`src/rtl/inst_queue_pkg.sv`:
```
// Shared definitions for the instruction queue (former cpu_define.v macros).
package inst_queue_pkg;

    localparam int unsigned INST_W   = 32;
    localparam int unsigned ADDR_W   = 32;
    localparam int unsigned IQ_DEPTH = 16;
    localparam int unsigned IQ_IDX_W = $clog2(IQ_DEPTH);

    typedef logic [INST_W-1:0]   inst_t;
    typedef logic [ADDR_W-1:0]   addr_t;
    typedef logic [IQ_IDX_W-1:0] iq_idx_t;

    localparam logic  VALID     = 1'b1;
    localparam logic  INVALID   = 1'b0;
    localparam logic  IQ_FULL   = 1'b1;
    localparam inst_t NULL_INST = '0;
    localparam addr_t NULL_ADDR = '0;

endpackage

```
`src/rtl/inst_queue.sv`:
```
// Fetch-to-decode instruction FIFO with show-ahead head and early almost-full flag.
// Optional same-cycle bypass on an empty queue: define IQ_BYPASS_EN.
module inst_queue
    import inst_queue_pkg::*;
#(
    parameter int unsigned DEPTH = IQ_DEPTH
) (
    input  logic  clk,
    input  logic  rst,
    input  logic  rdy,
    input  logic  clear,
    input  logic  if_inst_valid,
    input  inst_t if_inst,
    input  addr_t if_pc,
    output logic  iq_full,
    output logic  dec_inst_valid,
    output inst_t dec_inst,
    output addr_t dec_pc,
    input  logic  dec_ready
);

    localparam int unsigned IDX_W = $clog2(DEPTH);
    localparam int unsigned CNT_W = IDX_W + 1;
    localparam logic [CNT_W-1:0] DEPTH_C   = CNT_W'(DEPTH);
    localparam logic [CNT_W-1:0] FULL_TH_C = CNT_W'(DEPTH - 1);

    logic [IDX_W-1:0] head_q, head_d;
    logic [IDX_W-1:0] tail_q, tail_d;
    logic [CNT_W-1:0] count_q, count_d;
    logic             iq_full_q, iq_full_d;

    inst_t inst_mem_q [DEPTH];
    addr_t pc_mem_q   [DEPTH];

    logic clr_eff;
    logic stored;
    logic byp;
    logic byp_take;
    logic push;
    logic pop;

    always_comb begin
        clr_eff = rdy && clear;
        stored  = (count_q != '0);
`ifdef IQ_BYPASS_EN
        byp = !stored && if_inst_valid && !clr_eff;
`else
        byp = 1'b0;
`endif
        byp_take = byp && dec_ready;

        dec_inst_valid = INVALID;
        dec_inst       = NULL_INST;
        dec_pc         = NULL_ADDR;
        if (!clr_eff && stored) begin
            dec_inst_valid = VALID;
            dec_inst       = inst_mem_q[head_q];
            dec_pc         = pc_mem_q[head_q];
        end else if (byp) begin
            dec_inst_valid = VALID;
            dec_inst       = if_inst;
            dec_pc         = if_pc;
        end

        // A pop on a full queue frees the head slot, which is exactly where tail points.
        pop  = !clr_eff && stored && dec_ready;
        push = !clr_eff && if_inst_valid && !byp_take && ((count_q < DEPTH_C) || pop);

        head_d  = head_q;
        tail_d  = tail_q;
        count_d = count_q;
        if (clr_eff) begin
            head_d  = '0;
            tail_d  = '0;
            count_d = '0;
        end else begin
            if (push) tail_d = tail_q + IDX_W'(1);
            if (pop)  head_d = head_q + IDX_W'(1);
            unique case ({push, pop})
                2'b10:   count_d = count_q + CNT_W'(1);
                2'b01:   count_d = count_q - CNT_W'(1);
                default: count_d = count_q;
            endcase
        end

        iq_full_d = (count_d >= FULL_TH_C) ? IQ_FULL : ~IQ_FULL;
    end

    always_ff @(posedge clk) begin
        if (rst) begin
            head_q    <= '0;
            tail_q    <= '0;
            count_q   <= '0;
            iq_full_q <= 1'b0;
        end else if (rdy) begin
            head_q    <= head_d;
            tail_q    <= tail_d;
            count_q   <= count_d;
            iq_full_q <= iq_full_d;
        end
    end

    always_ff @(posedge clk) begin
        if (!rst && rdy && push) begin
            inst_mem_q[tail_q] <= if_inst;
            pc_mem_q[tail_q]   <= if_pc;
        end
    end

    assign iq_full = iq_full_q;

endmodule

```
`config.mk`:
```
export PLATFORM = sky130hd
export DESIGN_NAME = inst_queue
export DESIGN_NICKNAME = d
export VERILOG_FILES = /design/src/rtl/inst_queue_pkg.sv /design/src/rtl/inst_queue.sv
export SDC_FILE = /design/constraint.sdc
export NUM_CORES = 1
export LEC_CHECK = 0
export CAP_MARGIN = 10
export CELL_PAD_IN_SITES_DETAIL_PLACEMENT = 0
export CELL_PAD_IN_SITES_GLOBAL_PLACEMENT = 2
export CORE_AREA = 2 2 320 322
export CTS_CLUSTER_DIAMETER = 150
export DETAILED_ROUTE_END_ITERATION = 6
export DIE_AREA = 0 0 322 324
export GPL_TIMING_DRIVEN = 0
export PLACE_DENSITY_LB_ADDON = 0.1
export SYNTH_ARGS = -nofsm -noshare
export SYNTH_HDL_FRONTEND = slang
export SYNTH_SLANG_ARGS = --single-unit
```
`constraint.sdc`:
```
create_clock -name clk -period 10.7 [get_ports clk]
set_clock_uncertainty 0.1 [all_clocks]
set_input_delay 2.675 -clock clk [delete_from_list [all_inputs] [get_ports clk]]
set_output_delay 2.675 -clock clk [all_outputs]
set_load 0.01 [all_outputs]
```
==> results of run 1 <==
cells by family after synthesis:
| kind of cell | count (synthesis) | share of synthesized area |
|---|---|---|
| and+or+nand+nor | 131 | 0.0178 |
| xor gates and xnor gates | 9 | 0.00197 |
| muxes | 324 | 0.182 |
| DFF | 1042 | 0.777 |
| adders and majority gates | 8 | 0.00250 |
| AOI/OAI and AO/OA | 25 | 0.00381 |
| buffers and inverters | 100 | 0.0149 |
flip-flops by register name, indices dropped and copies added, names as in the netlist, named ones only:
name and flops:
inst_mem_q 512, pc_mem_q 512, count_q 5, head_q 4, tail_q 4, iq_full 1
metal layers:
| layer | GRT usage | vias to the layer above | wire length, um |
|---|---|---|---|
| li1 | - | 7758 | - |
| met1 | 0.277 | 10193 | 44600 |
| met2 | 0.325 | 493 | 50100 |
| met3 | 0.0365 | 132 | 5380 |
| met4 | 0.0523 | 14 | 2040 |
| met5 | 0 | - | 96 |
through the flow:
stage / util / setup TNS, ps
6_report: 0.474 / 0
3_3_place_gp: 0.426 / -2470880
4_1_cts: 0.473 / 0
5_1_grt: 0.474 / 0
2_1_floorplan: - / 0
3_5_place_dp: 0.440 / 0
where the power goes:
part           switching, mW  leakage, nW  internal, mW
Clock                   1.53         1.63          2.03
Combinational          0.141         3.73         0.103
Sequential           0.00271         9.35          4.49
Total                   1.68         14.7          6.62
worst paths after layout:
| kind | from | end | slack, ps | depth (start not counted) |
|---|---|---|---|---|
| hold reg to reg | iq_full | iq_full | 380 | 2 |
| setup reg to reg | count_q[4] | pc_mem_q[1][19] | 6940 | 8 |
| hold / removal | iq_full | iq_full | 380 | 2 |
| setup / recovery | rdy | dec_inst[3] | 1620 | 6 |
critical path, cell delays in order:
cell                              delay [ps]
sky130_fd_sc_hd__clkdlybuf4s50_1         480
sky130_fd_sc_hd__nand2_1                 660
sky130_fd_sc_hd__clkbuf_1                730
sky130_fd_sc_hd__clkbuf_1                710
sky130_fd_sc_hd__and3_1                  440
sky130_fd_sc_hd__clkdlybuf4s50_1         590
placed cells by master, fill, tap and decap left out, types with 10 or more instances in the layout:
cell	count
sky130_fd_sc_hd__a21oi_1	10
sky130_fd_sc_hd__and3_1	65
sky130_fd_sc_hd__buf_12	27
sky130_fd_sc_hd__buf_16	16
sky130_fd_sc_hd__buf_6	57
sky130_fd_sc_hd__clkbuf_1	74
sky130_fd_sc_hd__clkbuf_16	111
sky130_fd_sc_hd__clkdlybuf4s50_1	133
sky130_fd_sc_hd__clkinv_1	31
sky130_fd_sc_hd__clkinv_2	18
sky130_fd_sc_hd__dfxtp_1	18
sky130_fd_sc_hd__edfxtp_1	1024
sky130_fd_sc_hd__mux4_2	312
sky130_fd_sc_hd__nand2_1	11
sky130_fd_sc_hd__nor2_1	18
sky130_fd_sc_hd__nor2_4	12
cell type report:
class,instances,area share
Antenna cell,2,0.000105
Buffer,93,0.0119
Clock buffer,134,0.0607
Clock inverter,60,0.00881
Inverter,7,0.000549
Multi-Input combinational cell,497,0.176
Sequential cell,1042,0.650
Tap cell,1309,0.0342
Timing Repair Buffer,218,0.0578
==> flow_results.org, run 1 <==
** Floorplanning
- From bottom edge to top edge, the die measures 324 um.
- After floorplanning, the core was divided into 117 placement rows.
- The die covers 104,000 um2.
- Horizontal extent of the die :: 322 um
- Initial core utilization :: 0.396
- Top-level I/O count :: 136
- After floorplanning, the core was sized to cover 101,000 um2.

** Drt
- Vias per inst :: 5.53
- Before antenna repair, the detailed router went through 7 iterations.
- Dividing the detail-routed wire length by the instance count gives 30.4 um.
- After detailed routing, the number of remaining DRC violations is 0.
- For this block, the routed nets add up to 102,000 um of wire.
- Number of vias in the routed layout :: 18,590
- Number of routed nets with antenna violations :: 0
- The detailed router finished its first iteration with 1,576 violations.

** Cells and area
- Multi-input gate area :: 8430 um2
- Post-route design area :: 47,900 um2
- Count of filler cells inserted in the layout :: 8,314
- Sequential standard cell area :: 31,100 um2
- Of the cells placed in the final design, the portion with a size suffix greater than 1 is 0.286.
- Net count reported at finish :: 2,046
- Final instance count without filler cells :: 3,362
- Post-synthesis to final-layout area growth :: 19.6%

** Global routing
- Total routing usage reported by global routing :: 0.199
- The via count of the first global-routing pass came to 19,722.
- Entering global routing, the biggest net connects 22 pins.
- The number of antenna violations at the first check in global routing is 12.
- The first global-routing pass estimated 145,000 um of wire.
- Leftover overflow at the end of global routing :: 0

** STA
- Final hold slack :: 384 ps
- After layout, the worst setup slack is 1620 ps.
- The worst path needs 9080 ps of the cycle, external delays included.
- The final count of pins violating max slew came to 0.
- Headroom to the max-slew limit came out at 0.253.
- Unrepaired setup endpoints after global routing :: false
- Setup violations remaining at the end of the flow were counted as 0.
- For the pin with the worst max-slew slack, the measured transition is 1120 ps.
- The final count of hold timing violations was 0.
- Based on the critical path, the design can be clocked at up to 0.110 GHz.
- Crit share post-route :: 0.848

** Worst hold path
- The worst hold path belongs to the class flop to flop.

** Clock network
- Number of cells upsized or downsized after cts :: 0
- Cts bufs inserted :: 109
- Buffer levels on the longest clock path :: 3
- Clock-pin slew reported for the worst setup and hold paths after clock tree synthesis :: 60 ps
- The tree built by TritonCTS fans out to 1,042 sinks.
- Clock tree from TritonCTS :: done
- The H-tree was split into 3 levels.
- Hold buffer count at cts :: 0
- Buffers added to address setup during post-CTS repair amount to 0.
- Clock latency on the worst-skew pair, taken at its later pin, is 670 ps.
- The tree is rooted in a sky130_fd_sc_hd__clkbuf_16.

** Worst setup path
- WP data required :: 7930 ps
- By startpoint and endpoint, the worst setup path is classified as primary input to output port.
- At the worst endpoint, the arrival time is 6300 ps.
- Type of element launching the critical path :: primary input
- Largest fanout on the critical path :: 10
- Crit path capture type :: output port

** Placed design
- Once placement finished, the instance area stood at 44,500 um2.
- At the placement stage, the worst setup path has a slack of 1630 ps.
- After detailed placement, the design holds a cell count of 3,162.
- Routability-driven placement finished with a final weighted congestion of 0.691.
- Input and output buffers added on the ports amount to 133.
- Half-perimeter wire length after placement :: 64,300 um

** Yosys
- The Yosys step of the flow raised 0 warnings.
- Cells after Synth :: 1,639
- The average instance in the mapped netlist occupies 24.4 um2.
- Yosys instantiated no cell more often than sky130_fd_sc_hd__edfxtp_1.
- Post-synth top area cell :: sky130_fd_sc_hd__edfxtp_1
- Post-synthesis net count :: 1,717
- The synthesized design contains 1,042 register bits.
- After synthesis, the netlist uses 36 different library cells.
- Async SR Flop Fraction :: 0
- Commonest cells post-synth :: sky130_fd_sc_hd__edfxtp_1 (1,024), sky130_fd_sc_hd__mux4_2 (312), sky130_fd_sc_hd__and3_1 (65)
- By area the synthesized netlist is led by sky130_fd_sc_hd__edfxtp_1 (77%), sky130_fd_sc_hd__mux4_2 (18%), sky130_fd_sc_hd__and3_1 (1.0%), sky130_fd_sc_hd__dfxtp_1 (0.90%), sky130_fd_sc_hd__buf_6 (0.76%).
- Most used flip-flop cell after synthesis :: sky130_fd_sc_hd__edfxtp_1
- Post-synthesis sequential area ratio :: 0.777
- After synthesis the cells add up to 40,000 um2.
- Area fraction of the dominant cell type after synthesis :: 0.768
- Number of synthesized flops with an enable pin :: 1,024

** Power and ir drop
- Total Power Consumption :: 8.30 mW
- The worst-case IR drop observed on VDD is 0.123 mV.
- For this design the ratio of total power to cell area is 173 nW/um2.
- Static leakage power :: 14.7 nW

** Status
- The run finished with clean final reports.

** Flow run
- Number of maximum-capacitance constraint violations :: 0
(Power assumes the default switching activity.)
==> run 2: changes to the inputs <==
==> constraint.sdc (replaced) <==
create_clock -name clk -period 7.9 [get_ports clk]
set_clock_uncertainty 0.1 [all_clocks]
set_input_delay 1.975 -clock clk [delete_from_list [all_inputs] [get_ports clk]]
set_output_delay 1.975 -clock clk [all_outputs]
set_load 0.01 [all_outputs]
==> flow_results.org, run 2 (synthesized netlist as in run 1, its figures left out) <==
** STA
- The tightest hold path in the finished design has a slack of 389 ps.
- Of the available clock period, the critical path in the final layout requires 0.974.
- Post-layout minimum cycle time :: 7690 ps
- Headroom to the max-slew limit came out at 0.236.
- Fmax :: 0.130 GHz
- Final setup violating endpoints :: 0
- The final count of hold timing violations was 0.
- Count of final max-slew check failures :: 0
- For the pin with the worst max-slew slack, the measured transition is 1150 ps.
- Unrepaired setup endpoints after global routing :: false

** Floorplanning
- Top-level I/O count :: 136
- The floorplan step set the die width to 322 um.
- Initial core utilization :: 0.396
- Die height :: 324 um
- In this run the core area contains 117 standard-cell rows.
- Die Area :: 104,000 um2
- The total area inside the core boundary comes to 101,000 um2.

** Worst hold path
- The worst hold path passes through 2 cells.
- Beginning of the worst hold path :: iq_full
- The min-delay analysis places its worst path in the category flop to flop.
- The worst hold path terminates at iq_full.

** Global routing
- The number of antenna violations at the first check in global routing is 11.
- The via count of the first global-routing pass came to 19,659.
- In the global route stage, overall resource usage came out at 0.201.
- Maximum number of pins on one net before global-route repair :: 21
- First-pass GRT wire length :: 146,000 um
- Leftover overflow at the end of global routing :: 0

** Cells and area
- Share of final-layout standard cells stronger than drive strength 1 :: 0.278
- Leading cell type in the layout, fill and taps excluded :: sky130_fd_sc_hd__edfxtp_1
- Once layout is complete, the cells apart from fillers number 3,354.
- The net count of the finished layout is 2,034.
- Sequential standard cell area :: 31,100 um2
- After filler insertion, the fill cell instance count of the layout stands at 8,304.
- The multi-input combinational cells in the finished layout cover a total of 8460 um2.
- The largest registers in the layout are inst_mem_q x512, pc_mem_q x512, count_q x5.
- The library cells used most frequently in the layout, excluding fill and tap cells, are sky130_fd_sc_hd__edfxtp_1 (1,024), sky130_fd_sc_hd__mux4_2 (312), sky130_fd_sc_hd__clkdlybuf4s50_1 (133), sky130_fd_sc_hd__clkbuf_16 (112), sky130_fd_sc_hd__clkbuf_1 (87).
- Compared with the post-synthesis result, the final layout area differs by 20.2%.

** Clock network
- Clock Latency Late Sink :: 680 ps
- Clock-pin slew reported for the worst setup and hold paths after clock tree synthesis :: 60 ps
- TritonCTS built the clock tree.
- The tree built by TritonCTS fans out to 1,042 sinks.
- CTS built an H-tree with a depth of 3.
- In this run, post-CTS hold repair placed 0 buffers.
- Setup Fix Bufs, Post-CTS :: 0
- Buffer levels on the longest clock path :: 3
- CTS placed an instance of sky130_fd_sc_hd__clkbuf_16 at the clock tree root.
- Number of cells upsized or downsized after cts :: 0
- Cts bufs inserted :: 111

** Worst setup path
- On the worst path, the slowest cell contributes a delay of 840 ps.
- Largest fanout on the critical path :: 10
- In this run the critical register-to-register path is captured at inst_mem_q[1][10].
- Data on the critical path is required at its endpoint by 5830 ps.
- In this run the register-to-register setup slack is 4440 ps.
- STA classifies the critical path startpoint as a primary input.
- Worst Setup Path Type :: primary input to output port
- Cell chain of the critical path :: clkdlybuf4s50_1 -> nand2_1 -> clkbuf_1 -> clkbuf_1 -> and3_1 -> clkdlybuf4s50_1
- For the worst setup path, the data arrival time is 5620 ps.
- On the critical path, the stage with the largest delay is an instance of sky130_fd_sc_hd__clkbuf_1.
- Crit path capture type :: output port
- Critical R2R Launch :: count_q[4]
- Counting cells, the worst reg-to-reg path comes to 7.

** Status
- The run finished with clean final reports.

** Power and ir drop
- Peak supply drop :: 0.171 mV
- Sequential share of power :: 0.537
- Of the total power, the clock network draws 0.434.
- The share of total power dissipated in combinational logic is 0.029.
- Switch Pwr :: 2.28 mW
- Share of total power consumed by net switching :: 0.202
- Total power divided by cell area :: 235 nW/um2
- Static leakage power :: 14.7 nW
- Internal power summed over all cells :: 9.04 mW

** Drt
- Number of routed nets with antenna violations :: 0
- Number of vias in the routed layout :: 18,721
- Sum of met2 wire segment lengths after detailed routing :: 50,800 um
- Final wirelength :: 103,000 um
- First-pass detailed-route iteration total :: 5
- Top layer reached by signal wires :: met5
- For this block, the initial DRC count from the detailed router was 1,810.
- After detailed routing, the number of remaining DRC violations is 0.
- Avg WL per Cell :: 30.8 um
- For this block, wires on met1 add up to 45,200 um.
- Met3 wire length :: 5540 um
- Vias per inst :: 5.58

** Flow run
- Number of maximum-capacitance constraint violations :: 0

** Placed design
- Input and output buffers added on the ports amount to 133.
- Half-perimeter wire length after placement :: 64,600 um
- RePlAce Congestion :: 0.696
- Number of instances in the placed design :: 3,149
run 2: cell types whose count changed in the layout (fill, tap and decap cells not counted), sizes merged:
| cell | delta |
|---|---|
| inv | +1 |
| clkinvlp | -1 |
| diode | -1 |
| bufinv | +2 |
| clkinv | -6 |
| clkbuf | +11 |
| buf | -14 |
run 2: per-stage QoR:
step / power [mW] / util / worst slack, ps / cell area, um2 / setup TNS, ps
after floorplan: 6.33 / - / 1670 / 40000 / 0
final: 11.3 / 0.476 / 207 / 48100 / 0
after global routing: 11.7 / 0.476 / 142 / 48100 / 0
after detailed placement: 6.54 / 0.442 / 170 / 44700 / 0
after global placement: 6.52 / 0.426 / -3700 / 43000 / -3453600
after CTS: 11.4 / 0.476 / 152 / 48100 / 0
run 2: layout make-up:
type,instances,area share
diodes,1,0.0000520
plain buffers,93,0.0119
clock buffers,145,0.0608
clock inverters,56,0.00991
inverters,7,0.000546
multi-input cells,497,0.176
flip-flops and latches,1042,0.646
well taps,1309,0.0340
repair buffers,204,0.0607
run 2: metal layers:
| metal | track usage | up-vias |
|---|---|---|
| met5 | 0 | - |
| met4 | 0.0494 | 14 |
| met3 | 0.0340 | 122 |
| met2 | 0.327 | 521 |
| met1 | 0.284 | 10321 |
| li1 | - | 7743 |
run 2: how the worst max path moves through the flow:
stage,depth (start not counted),endpoint,start
floorplan,5,inst_mem_q[15][0],dec_ready
global placement,6,inst_mem_q[10][0],dec_ready
detailed placement,6,dec_inst[3],rdy
CTS,6,dec_inst[3],rdy
global route,6,dec_inst[3],rdy
finish,6,dec_inst[3],rdy
run 2: critical path, delay by kind of cell:
| family | cells | cell delay [ps] |
|---|---|---|
| buffers and inverters | 4 | 2600 |
| AND/OR/NAND/NOR | 2 | 1020 |
run 2: power by group through the flow:
stage / combinational (mW) / clock [mW] / sequential, mW
final: 0.332 / 4.91 / 6.08
after floorplan: 0.132 / 0 / 6.20
after global routing: 0.359 / 5.24 / 6.08
after detailed placement: 0.338 / 0 / 6.20
after CTS: 0.340 / 5.03 / 6.08
after global placement: 0.323 / 0 / 6.20
==> run 3: changes to the inputs <==
--- a/config.mk
+++ b/config.mk
@@ -14,6 +14,7 @@
 export DIE_AREA = 0 0 322 324
 export GPL_TIMING_DRIVEN = 0
 export PLACE_DENSITY_LB_ADDON = 0.1
+export RECOVER_POWER = 100
 export SYNTH_ARGS = -nofsm -noshare
 export SYNTH_HDL_FRONTEND = slang
 export SYNTH_SLANG_ARGS = --single-unit
==> flow_results.org, run 3 (synthesized netlist as in run 1, its figures left out) <==
** Status
- Result of the run :: finished, violations left
- Failing checks :: max-capacitance violations, max-slew violations

** Power and ir drop
- In this run the static leakage power is 14.4 nW.
- Switch Pwr :: 2.28 mW
- Of the total power, the share spent switching nets is 0.202.
- Relative contribution of the clock network to total power :: 0.434
- Total power divided by cell area :: 242 nW/um2
- Sequential share of power :: 0.538
- Part of the power in combinational logic :: 0.028
- Peak supply drop :: 0.170 mV
- Internal power comes to 9.02 mW.

** Clock network
- At the later pin of the worst-skew pair, clock insertion delay measures 680 ps.
- Setup Fix Bufs, Post-CTS :: 0
- After clock tree synthesis, the clock-pin slew on the worst setup and hold paths is 60 ps.
- Buffer levels on the longest clock path :: 3
- Cts bufs inserted :: 111
- After clock tree synthesis, the repair step resized 0 gates.
- Root cell of the clock tree :: sky130_fd_sc_hd__clkbuf_16
- CTS built an H-tree with a depth of 3.
- After clock tree synthesis, the flow added hold-fix buffers numbering 0.
- Clock tree from TritonCTS :: done
- Number of sinks handled by clock tree synthesis :: 1,042

** Worst hold path
- The min-delay analysis places its worst path in the category flop to flop.
- Worst hold path cell count :: 2

** Global routing
- Antenna violations before repair :: 23
- First-pass GRT wire length :: 146,000 um
- Leftover overflow at the end of global routing :: 0
- Total routing usage reported by global routing :: 0.201
- The via count of the first global-routing pass was 19,659.
- Entering global routing, the biggest net connects 21 pins.

** STA
- Worst slew margin relative to its limit :: -0.519
- The final count of hold timing violations came to 0.
- Final setup TNS :: 0 ps
- Setup violations remaining at the end of the flow were counted as 0.
- After layout, the minimum clock period comes to 7670 ps.
- Crit share post-route :: 0.971
- Unrepaired setup endpoints after global routing :: false
- Fmax :: 0.130 GHz
- Count of final max-slew check failures :: 392
- For the pin with the worst max-slew slack, the measured transition is 2270 ps.

** Cells and area
- In the final layout, the share of cells above drive strength 1 is 0.240.
- The library cell used most frequently in the layout, excluding fill and tap cells, is sky130_fd_sc_hd__edfxtp_1.
- Finished Core Util :: 0.462
- Fill cells in the final layout number 8,486.
- Post-route design area :: 46,700 um2
- Net count reported at finish :: 2,034
- In the final layout, the registers with the most flip-flops are inst_mem_q x512, pc_mem_q x512, count_q x5.
- Leaving out fill and tap cells, the most frequent cells in the layout are sky130_fd_sc_hd__edfxtp_1 (1,024), sky130_fd_sc_hd__mux4_2 (312), sky130_fd_sc_hd__clkbuf_1 (150), sky130_fd_sc_hd__dlygate4sd3_1 (130), sky130_fd_sc_hd__clkbuf_16 (112).
- Compared with the post-synthesis result, the final layout area differs by 16.7%.

** Drt
- The final layout contains routed wiring with a total length of 104,000 um.
- The routed layout has 18,749 vias.
- Avg WL per Cell :: 30.9 um
- For this run, design rule violations remaining after detail routing come to 0.
- Vias per inst :: 5.59
- In this run the remaining antenna-violating nets after routing total 0.
- The pre-antenna-repair detailed-routing pass consisted of 7 iterations.
- DR iter-0 viols :: 1,790

** Worst setup path
- Crit path capture type :: output port
- Of all nets on the critical path, the largest fanout is 10.
- Arrival @ worst endpoint :: 5600 ps
- Depth of the worst register-to-register path :: 7
- Worst Setup Path Type :: primary input to output port
- WP data required :: 5830 ps
- Type of element launching the critical path :: primary input

** Flow run
- Number of maximum-capacitance constraint violations :: 23

** Placed design
- During placement, the flow inserted port buffers numbering 133.
- The placed instances occupy a cell area of 44,700 um2.
- RePlAce Congestion :: 0.696
- Half-perimeter wire length after placement :: 64,600 um

** Floorplanning
- Die height :: 324 um
- Std-Cell Core Area :: 101,000 um2
- Initial core utilization :: 0.396
- 136 I/O pins were placed.
- After floorplanning, the core was divided into 117 placement rows.
- Die Area :: 104,000 um2
- Horizontal extent of the die :: 322 um
run 3: changes by cell type in the layout (fill, tap and decap cells not counted), sizes merged:
| cell | delta |
|---|---|
| clkdlybuf4s50 | -130 |
| buf | -69 |
| clkbuf | +69 |
| diode | +2 |
| dlygate4sd3 | +130 |
run 3: cell type report:
| type | count | area [um2] | share of cell area |
|---|---|---|---|
| diodes | 3 | 7.51 | 0.000161 |
| flip-flops and latches | 1042 | 31100 | 0.666 |
| multi-input cells | 497 | 8320 | 0.178 |
| clock buffers | 145 | 2930 | 0.0626 |
| plain buffers | 93 | 572 | 0.0122 |
| repair buffers | 204 | 1640 | 0.0351 |
| well taps | 1309 | 1640 | 0.0351 |
| clock inverters | 56 | 477 | 0.0102 |
| inverters | 7 | 26.3 | 0.000562 |
run 3: critical path, stage by stage:
cell,delay [ps]
sky130_fd_sc_hd__clkdlybuf4s50_1,470
sky130_fd_sc_hd__nand2_1,610
sky130_fd_sc_hd__clkbuf_1,790
sky130_fd_sc_hd__clkbuf_1,680
sky130_fd_sc_hd__and3_1,410
sky130_fd_sc_hd__dlygate4sd3_1,650
run 3: per-stage QoR:
step	setup WS, ps	cells	hold slack, ps	total power, mW
final	225	3356	386	11.3
after global routing	87.5	3354	456	11.7
after CTS	152	3350	395	11.4
after detailed placement	170	3149	388	6.54
after global placement	-3700	3081	384	6.52
after floorplan	1670	1639	385	6.33
run 3: per-layer routing:
layer,up-vias,global-route usage,share of wire
met5,-,0,0.00089
met4,14,0.0494,0.018
met3,138,0.0340,0.052
met2,523,0.327,0.49
met1,10345,0.284,0.44
li1,7729,-,-
run 3: final timing paths:
path	from	end	slack, ps
worst max-delay path	rdy	dec_inst[3]	230
worst min-delay path	iq_full	iq_full	390
worst max register to register	count_q[4]	inst_mem_q[10][18]	2140
worst min register to register	iq_full	iq_full	390
run 3: power by group through the flow:
| stage | Combinational [mW] | Clock (mW) | Sequential [mW] |
|---|---|---|---|
| floorplan | 0.132 | 0 | 6.20 |
| global placement | 0.323 | 0 | 6.20 |
| detailed placement | 0.338 | 0 | 6.20 |
| CTS | 0.340 | 5.03 | 6.08 |
| global route | 0.340 | 5.24 | 6.08 |
| finish | 0.313 | 4.91 | 6.08 |
